--- config.mk ---
export PLATFORM = sky130hd
export DESIGN_NAME = instr_decoder
export DESIGN_NICKNAME = d
export VERILOG_FILES = /design/src/rtl/instr_decoder_pkg.sv /design/src/rtl/instr_decoder_sat_counter.sv /design/src/rtl/instr_decoder.sv
export SDC_FILE = /design/constraint.sdc
export NUM_CORES = 1
export LEC_CHECK = 0
export CORE_MARGIN = 5
export CORE_UTILIZATION = 35
export CTS_BUF_LIST = sky130_fd_sc_hd__clkbuf_4 sky130_fd_sc_hd__clkbuf_8
export CTS_CLUSTER_DIAMETER = 60
export DETAILED_ROUTE_END_ITERATION = 8
export PLACE_DENSITY = 0.63
export SETUP_SLACK_MARGIN = 0.5
export SYNTH_ARGS = -nofsm -noshare
export SYNTH_HDL_FRONTEND = slang
export SYNTH_SLANG_ARGS = --single-unit
--- constraint.sdc ---
create_clock -name sys_clk -period 3.8 [get_ports sys_clk]
set_clock_uncertainty 0.05 [all_clocks]
set_input_delay 0.76 -clock sys_clk [delete_from_list [all_inputs] [get_ports sys_clk]]
set_output_delay 0.76 -clock sys_clk [all_outputs]
set_load 0.01 [all_outputs]
--- src/rtl/instr_decoder_pkg.sv ---
// Shared constants and types for the instruction framing receiver.
// INSTR_HEAD / INSTR_TAIL must match the values the link encoder emits.
package instr_decoder_pkg;

    localparam logic [31:0] INSTR_HEAD = 32'hC0DE_CAFE;
    localparam logic [31:0] INSTR_TAIL = 32'hE0F1_7A11;

    // Frame position: waiting for HEAD, then INSTR, TAIL and CHECK words in turn.
    typedef enum logic [1:0] {
        ST_HUNT  = 2'd0,
        ST_INSTR = 2'd1,
        ST_TAIL  = 2'd2,
        ST_CHECK = 2'd3
    } state_t;

endpackage

--- src/rtl/instr_decoder_sat_counter.sv ---
// Saturating up-counter used for the frame statistics.
// Holds at all-ones instead of wrapping so a long-running link never under-reports.
module instr_decoder_sat_counter #(
    parameter int CNT_WIDTH = 16
) (
    input  logic                 sys_clk,
    input  logic                 sys_rstn,
    input  logic                 inc,
    input  logic                 clear,
    output logic [CNT_WIDTH-1:0] count
);

    logic [CNT_WIDTH-1:0] count_reg;

    // Count one per inc, stop at all-ones; clear wins over inc.
    always_ff @(posedge sys_clk or negedge sys_rstn) begin
        if (!sys_rstn) begin
            count_reg <= '0;
        end else if (clear) begin
            count_reg <= '0;
        end else if (inc && (count_reg != {CNT_WIDTH{1'b1}})) begin
            count_reg <= count_reg + 1'b1;
        end
    end

    assign count = count_reg;

endmodule

--- src/rtl/instr_decoder.sv ---
// Receive side of the instruction framing link.
// Hunts for HEAD, captures the instruction, verifies TAIL and the check word
// ~(HEAD+INSTR+TAIL), and hands good instructions to a one-entry valid/ready buffer.
module instr_decoder
    import instr_decoder_pkg::*;
#(
    parameter int DATA_WIDTH = 32,
    parameter int TIMEOUT    = 16,
    parameter int CNT_WIDTH  = 16
) (
    input  logic                  sys_clk,
    input  logic                  sys_rstn,
    input  logic                  in_en,
    input  logic [DATA_WIDTH-1:0] in_data,
    output logic                  out_valid,
    input  logic                  out_ready,
    output logic [DATA_WIDTH-1:0] out_data,
    output logic                  err_tail,
    output logic                  err_check,
    output logic                  err_timeout,
    output logic                  err_ovf,
    output logic [CNT_WIDTH-1:0]  ok_cnt,
    output logic [CNT_WIDTH-1:0]  err_cnt
);

    localparam logic [DATA_WIDTH-1:0] HEAD_W  = DATA_WIDTH'(INSTR_HEAD);
    localparam logic [DATA_WIDTH-1:0] TAIL_W  = DATA_WIDTH'(INSTR_TAIL);
    // Gap counter only needs to reach TIMEOUT; it saturates there.
    localparam int                    GAP_W   = (TIMEOUT > 0) ? $clog2(TIMEOUT + 1) : 1;
    localparam logic [GAP_W-1:0]      GAP_LIM = GAP_W'(TIMEOUT);

    state_t                state_reg;
    logic [DATA_WIDTH-1:0] sum_reg;
    logic [DATA_WIDTH-1:0] instr_reg;
    logic [GAP_W-1:0]      gap_reg;

    logic                  out_valid_reg;
    logic [DATA_WIDTH-1:0] out_data_reg;
    logic                  err_tail_reg;
    logic                  err_check_reg;
    logic                  err_timeout_reg;
    logic                  err_ovf_reg;

    logic head_hit;
    logic tail_hit;
    logic check_hit;
    logic tail_bad;
    logic check_bad;
    logic frame_good;
    logic deliver;
    logic ovf;
    logic timeout_hit;
    logic err_any;

    // Per-cycle frame events; these feed both the registered pulses and the counters
    // so a pulse and its counter increment land on the same edge.
    always_comb begin
        head_hit    = (in_data == HEAD_W);
        tail_hit    = (in_data == TAIL_W);
        check_hit   = (in_data == ~sum_reg);
        tail_bad    = in_en && (state_reg == ST_TAIL) && !tail_hit;
        check_bad   = in_en && (state_reg == ST_CHECK) && !check_hit;
        frame_good  = in_en && (state_reg == ST_CHECK) && check_hit;
        // The buffer can take a new frame if it is empty or being drained this cycle.
        deliver     = frame_good && (!out_valid_reg || out_ready);
        ovf         = frame_good && !deliver;
        timeout_hit = (TIMEOUT != 0) && !in_en && (state_reg != ST_HUNT) && (gap_reg == GAP_LIM);
        err_any     = tail_bad || check_bad || ovf || timeout_hit;
    end

    // Frame FSM: only in_en cycles advance it; idle cycles feed the gap counter.
    always_ff @(posedge sys_clk or negedge sys_rstn) begin
        if (!sys_rstn) begin
            state_reg       <= ST_HUNT;
            sum_reg         <= '0;
            instr_reg       <= '0;
            gap_reg         <= '0;
            err_tail_reg    <= 1'b0;
            err_check_reg   <= 1'b0;
            err_timeout_reg <= 1'b0;
            err_ovf_reg     <= 1'b0;
        end else begin
            err_tail_reg    <= tail_bad;
            err_check_reg   <= check_bad;
            err_timeout_reg <= timeout_hit;
            err_ovf_reg     <= ovf;

            if (in_en) begin
                gap_reg <= '0;
            end else if (gap_reg != GAP_LIM) begin
                gap_reg <= gap_reg + 1'b1;
            end

            if (in_en) begin
                unique case (state_reg)
                    ST_HUNT: begin
                        if (head_hit) begin
                            sum_reg   <= HEAD_W;
                            state_reg <= ST_INSTR;
                        end
                    end
                    ST_INSTR: begin
                        instr_reg <= in_data;
                        sum_reg   <= sum_reg + in_data;
                        state_reg <= ST_TAIL;
                    end
                    ST_TAIL: begin
                        if (tail_hit) begin
                            sum_reg   <= sum_reg + TAIL_W;
                            state_reg <= ST_CHECK;
                        end else if (head_hit) begin
                            // A fresh HEAD where TAIL was expected starts a new frame at once.
                            sum_reg   <= HEAD_W;
                            state_reg <= ST_INSTR;
                        end else begin
                            state_reg <= ST_HUNT;
                        end
                    end
                    ST_CHECK: begin
                        state_reg <= ST_HUNT;
                    end
                    default: begin
                        state_reg <= ST_HUNT;
                    end
                endcase
            end else if (timeout_hit) begin
                state_reg <= ST_HUNT;
            end
        end
    end

    // One-entry output buffer: load on delivery, clear when the consumer takes it.
    always_ff @(posedge sys_clk or negedge sys_rstn) begin
        if (!sys_rstn) begin
            out_valid_reg <= 1'b0;
            out_data_reg  <= '0;
        end else if (deliver) begin
            out_valid_reg <= 1'b1;
            out_data_reg  <= instr_reg;
        end else if (out_valid_reg && out_ready) begin
            out_valid_reg <= 1'b0;
        end
    end

    instr_decoder_sat_counter #(
        .CNT_WIDTH (CNT_WIDTH)
    ) u_ok_cnt (
        .sys_clk  (sys_clk),
        .sys_rstn (sys_rstn),
        .inc      (deliver),
        .clear    (1'b0),
        .count    (ok_cnt)
    );

    instr_decoder_sat_counter #(
        .CNT_WIDTH (CNT_WIDTH)
    ) u_err_cnt (
        .sys_clk  (sys_clk),
        .sys_rstn (sys_rstn),
        .inc      (err_any),
        .clear    (1'b0),
        .count    (err_cnt)
    );

    assign out_valid   = out_valid_reg;
    assign out_data    = out_data_reg;
    assign err_tail    = err_tail_reg;
    assign err_check   = err_check_reg;
    assign err_timeout = err_timeout_reg;
    assign err_ovf     = err_ovf_reg;

endmodule

# Word-level counts from Yosys, hierarchy flattened
# Index checks and enable logic that the tools add are counted.
[op_classes] eq_ne=11 bitwise_logic=1 n_reduce_logical=30 n_mux=13 add_sub_neg=5
[op_table] op="32-bit one-hot mux with 3 select lines" n=1
[op_table] op="32-bit == test, second input constant" n=2
[op_table] op="32-bit 2-to-1 mux" n=2
[op_table] op="16-bit by 1-bit adder with 16-bit output, second input constant" n=2
[op_table] op="32-bit adder" n=1
[op_table] op="32-bit adder, second input constant" n=1
[op_table] op="32-bit == test" n=1
[op_table] op="16-bit != test, second input constant" n=2
[op_table] op="32-bit inverter" n=1
[op_table] op="1-bit logical AND" n=12
[op_table] op="5-bit 2-to-1 mux" n=2
[op_table] op="2-bit 2-to-1 mux" n=4
[op_table] op="2-bit one-hot mux with 4 select lines" n=1
[op_table] op="2-bit nonzero test" n=4
[op_table] op="2-bit AND reduction" n=3
[op_table] op="5-bit by 1-bit adder with 5-bit output, second input constant" n=1
[op_table] op="5-bit == test, second input constant" n=1
[op_table] op="1-bit zero test" n=5
[op_table] op="5-bit != test, second input constant" n=1
[op_table] op="2-bit == test, second input constant" n=2
[op_table] op="1-bit logical OR" n=4
[op_table] op="1-bit 2-to-1 mux" n=3
[op_table] op="3-bit != test, second input constant" n=1
[op_table] op="3-bit nonzero test" n=1
[op_table] op="2 further kinds" n=2
[totals] wordCells=72 output_inout_bits=69 inputBits=36 reg_bits=140

# Logic depth before layout (Yosys ltp)
[logic_depth] word_depth=9 depth_mapped=11 mapped_depth_nobuf=10

# Cells and area by module
# Synthesis repeated with hierarchy kept, for this count alone.
[unflattened] cells_unflattened=917 hier_area_um2=8968.6
[by_module_without_submodules] module="instr_decoder" cells_per_inst=721 instances=1 area_per_inst_um2=7084.3 seq_area_each_um2=2702.6
[by_module_without_submodules] module="instr_decoder_sat_counter" cells_per_inst=98 instances=2 area_per_inst_um2=942.2 seq_area_each_um2=400.4

# Worst setup path after synthesis
# Ideal clock, no wire load.
[synth_path] kind="input-to-reg" start="input port in_data[0]" end="register sum_reg[30]" required_time_ns=3.679 setup_time_ns=0.071 slack_ns=0.563 t_arrival_ns=3.116 path_buffers=0 path_stages=10 cell_sequence="ha_1 -> fa_1 -> a21o_1 -> a221oi_2 -> or3_1 -> nand3_1 -> a21oi_1 -> o31ai_1 -> or4_1 -> nand4_1"
[synth_via] elab_chain_cells=4 word_cells_on_any_way=6 classes_between="add/sub: 1; eq/ne: 2; mux: 3"
[synth_rtl] item="start, declared" line="instr_decoder.sv:14" rtl="input logic [DATA_WIDTH-1:0] in_data,"
[synth_rtl] item="parallel branches: the longest is 3 deep, another holds 32-bit adder"
[synth_rtl] item="32-bit one-hot mux with 3 select lines *" line="instr_decoder.sv:95" rtl="unique case (state_reg)"
[synth_rtl] item="end signal, assigned" line="instr_decoder.sv:104" rtl="sum_reg <= sum_reg + in_data;"
[synth_rtl] item="end signal, assigned" line="instr_decoder.sv:109" rtl="sum_reg <= sum_reg + TAIL_W;"
[synth_rtl] item="end, declared" line="instr_decoder.sv:33" rtl="logic [DATA_WIDTH-1:0] sum_reg;"
# Mark *: on every way between the ends.
# A chain may end at the register's enable or synchronous reset.

# Worst setup path in the final report
[layout_path] start="input port in_data[7]" end="register sum_reg[31]"
# Same word-level chain as after synthesis.

==> run_results.csv <==
group,metric,value,unit
critical_path,reg2reg_slack,700,ps
finish,multi_input_area,0.005144,mm^2
clock_tree,clock_path_buffers,2,
global_routing,grt_use_total,18.64,%
finish,nets,1180,
detailed_routing,drc,0,
critical_path,worstSetupStartpointType,"input pin",
critical_path,cp.arrival,3500,ps
logic_synthesis,synth_seq_area_share,40.14,%
logic_synthesis,synth_ff_type,"dfrtp_1",
detailed_routing,routed_wl,26.72,mm
finish,antenna_cells,0,
logic_synthesis,syn_area,0.008727,mm^2
detailed_routing,firstDrtPassIters,8,
critical_path,slowest_delay,450,ps
detailed_routing,avgRoutedWirePerCell,18.58,um
place,portBuffers,104,
clock_tree,cts_hold_buffers,0,
finish,drive_gt1_share,21.72,%
global_routing,antenna_found_initial,0,
logic_synthesis,syn_area_per_cell,9.590,um^2
clock_tree,cts_root_buf,"clkbuf_8",
run,cap_violations,0,
finish,ff_latch_area,0.003503,mm^2
detailed_routing,vias,7959,
logic_synthesis,yosys_warnings,0,
place,place_congestion,0.9429,
floorplan,num_rows,57,
detailed_routing,antenna_left,0,
place,place_area,0.01082,mm^2
outcome,outcome,"complete, no violations",
logic_synthesis,async_reset_ff_share,100.0,%
timing,fin_ws,581.2,ps
timing,grt_setup_unrepaired,"no",
logic_synthesis,yosys.area.top_type,"dfrtp_1",
global_routing,grt_pass1_wl,42.22,mm
timing,setup_viol,0,
global_routing,grt_pass1_vias,7609,
logic_synthesis,synth_area_leaders,"dfrtp_1 40%, mux2_2 8.8%, ha_1 6.0%, a21oi_1 4.0%, xnor2_1 3.9%",
logic_synthesis,syn_inst,910,
critical_path,critPathSlowestCell,"clkdlybuf4s50_1",
clock_tree,tritoncts,"yes",
critical_path,reg2reg_from,"sum_reg[0]",
timing,hold_violations,0,
clock_tree,clk_pin_slew,100,ps
finish,nFillCells,2325,
floorplan,die_h,167.9,um
floorplan,fp.coreArea,0.02446,mm^2
logic_synthesis,synth-seq-cells,140,
clock_tree,cts_buffers,17,
floorplan,ioPinCount,105,
timing,min_period_over_period,84.70,%
finish,fin_area,0.01146,mm^2
detailed_routing,drt_iter0_markers,586,
timing,slew_headroom,46.50,%
place,place_inst,1401,
logic_synthesis,yosysTopAreaCellShare,40.14,%
critical_path,required,4090,ps
clock_tree,h-tree-depth,4,
worst_hold_path,hp-class,"input pin to async pin",
logic_synthesis,synth_edf_count,0,
floorplan,initial_core_util,35.68,%
timing,worstMarginPinSlew,802.5,ps
global_routing,overflow,0,
timing,fmax,310.7,MHz
clock_tree,clock_latency,450,ps
critical_path,reg2reg_depth,11,
floorplan,die_w,167.9,um
finish,area_delta_synth_final,31.34,%
place,dp_hpwl,20.31,mm
place,place_ws,-91.51,ps
floorplan,dieArea,0.02819,mm^2
critical_path,worstPathCellList,"clkdlybuf4s50_1, ha_1, and2_1, a32o_1, nor4b_1, buf_4, nor3_1, o21ai_1, a21boi_0, o31a_1, o221a_2",
timing,final-max-slew-violation-count,0,
timing,period_minus_slack,3219,ps
global_routing,grt_max_degree,66,
finish,fin_cells,1438,
critical_path,reg2reg_to,"sum_reg[30]",
power,p_leak,5.091,nW
critical_path,worstSetupEndpointType,"flop",
detailed_routing,viasPerCell,5.535,
power,ir_drop,0.2414,mV
logic_synthesis,synth.distinct_cells,77,
clock_tree,cts_sinks,140,
logic_synthesis,syn_nets,989,
critical_path,crit_type,"input pin to flop",
power,powerDensity,602.3,mW/mm^2
critical_path,cp_max_fo,4,
-- Yosys cell counts, types with 9 or more instances --
cell	number
nand2_1	76
nand4_1	20
o21ai_0	49
xnor2_1	39
ha_1	42
nor3_1	18
nor2_1	69
nand2b_1	10
and3_1	15
mux2_2	68
inv_1	18
xor2_1	20
clkbuf_1	26
nand3_1	34
a21oi_1	70
a21o_1	23
dfrtp_1	140
a31oi_1	11
buf_2	9
-- how the worst max path moves through the flow --
stage           startpoint            to  slack, ps  cells past startpoint
2_1_floorplan   in_data[0]   sum_reg[30]        560                     10
3_3_place_gp    in_data[0]   sum_reg[30]        -70                     12
3_5_place_dp   in_data[12]  out_data[23]        -90                      9
4_1_cts         in_data[4]   sum_reg[21]        500                     12
5_1_grt        in_data[13]  out_data[25]        500                     10
6_report        in_data[7]   sum_reg[31]        580                     11
-- cell families after synthesis --
kind of cell	count (synthesis)	share of synthesized area [%]
flip-flops	140	40.14
multiplexers	72	9.233
AND/OR/NAND/NOR	296	17.49
buffers and inverters	57	2.667
AO/OA/AOI/OAI	243	18.29
XOR/XNOR	59	5.921
adder cells (fa/ha/maj)	43	6.251
-- through the flow --
stage	util, %	setup TNS, ps	power (mW)	hold WS (ps)
finish	46.86	0	6.904	223.7
CTS	46.15	0	6.835	219.6
floorplan	-	0	4.191	414.4
global placement	44.22	-84.14	5.340	427.4
detailed placement	44.22	-2706	5.394	435.9
global route	46.86	0	7.365	251.4
-- cell usage in the layout, fill, tap and decap left out, drive strengths merged, types with 20 or more instances in the layout --
cell and count:
ha 42, xor2 20, clkdlybuf4s50 100, nand4 21
inv 23, buf 108, mux2 68, a21o 23
nand3 34, nor2 70, dfrtp 140, o21ai 53
xnor2 39, a21oi 70, nand2 76
-- worst max-delay path, delay by kind of cell --
| kind | cells | cell delay (ps) |
|---|---|---|
| AOI/OAI and AO/OA | 5 | 1170 |
| adders and majority gates | 1 | 350 |
| buffers and inverters | 2 | 640 |
| and+or+nand+nor | 3 | 580 |
-- cell type report --
class	instances	share of cell area, %
Multi-Input combinational cell	713	44.88
Tap cell	324	3.537
Sequential cell	140	30.56
Timing Repair Buffer	211	16.49
Clock inverter	14	1.834
Clock buffer	18	2.107
Inverter	18	0.5895
-- repair_timing --
item	in CTS	in global routing
buffers inserted	0	5
pin swaps	5	8
endpoints found under the setup margin	46	69
gates resized for setup	4	24
-- power by group --
group / total [mW] / internal [mW] / switching (mW)
registers: 2.24 / 1.84 / 0.402
logic: 3.26 / 1.52 / 1.74
clock network: 1.40 / 0.742 / 0.661
total: 6.90 / 4.10 / 2.81
-- metal layers --
layer	wire [um]	track usage (%)	vias up
met5	0	0	-
met1	12190	26.07	3894
li1	-	-	3770
met3	1507	3.189	32
met4	570	5.505	0
met2	12460	29.77	263
No activity file was read; power rests on OpenSTA's default activity.
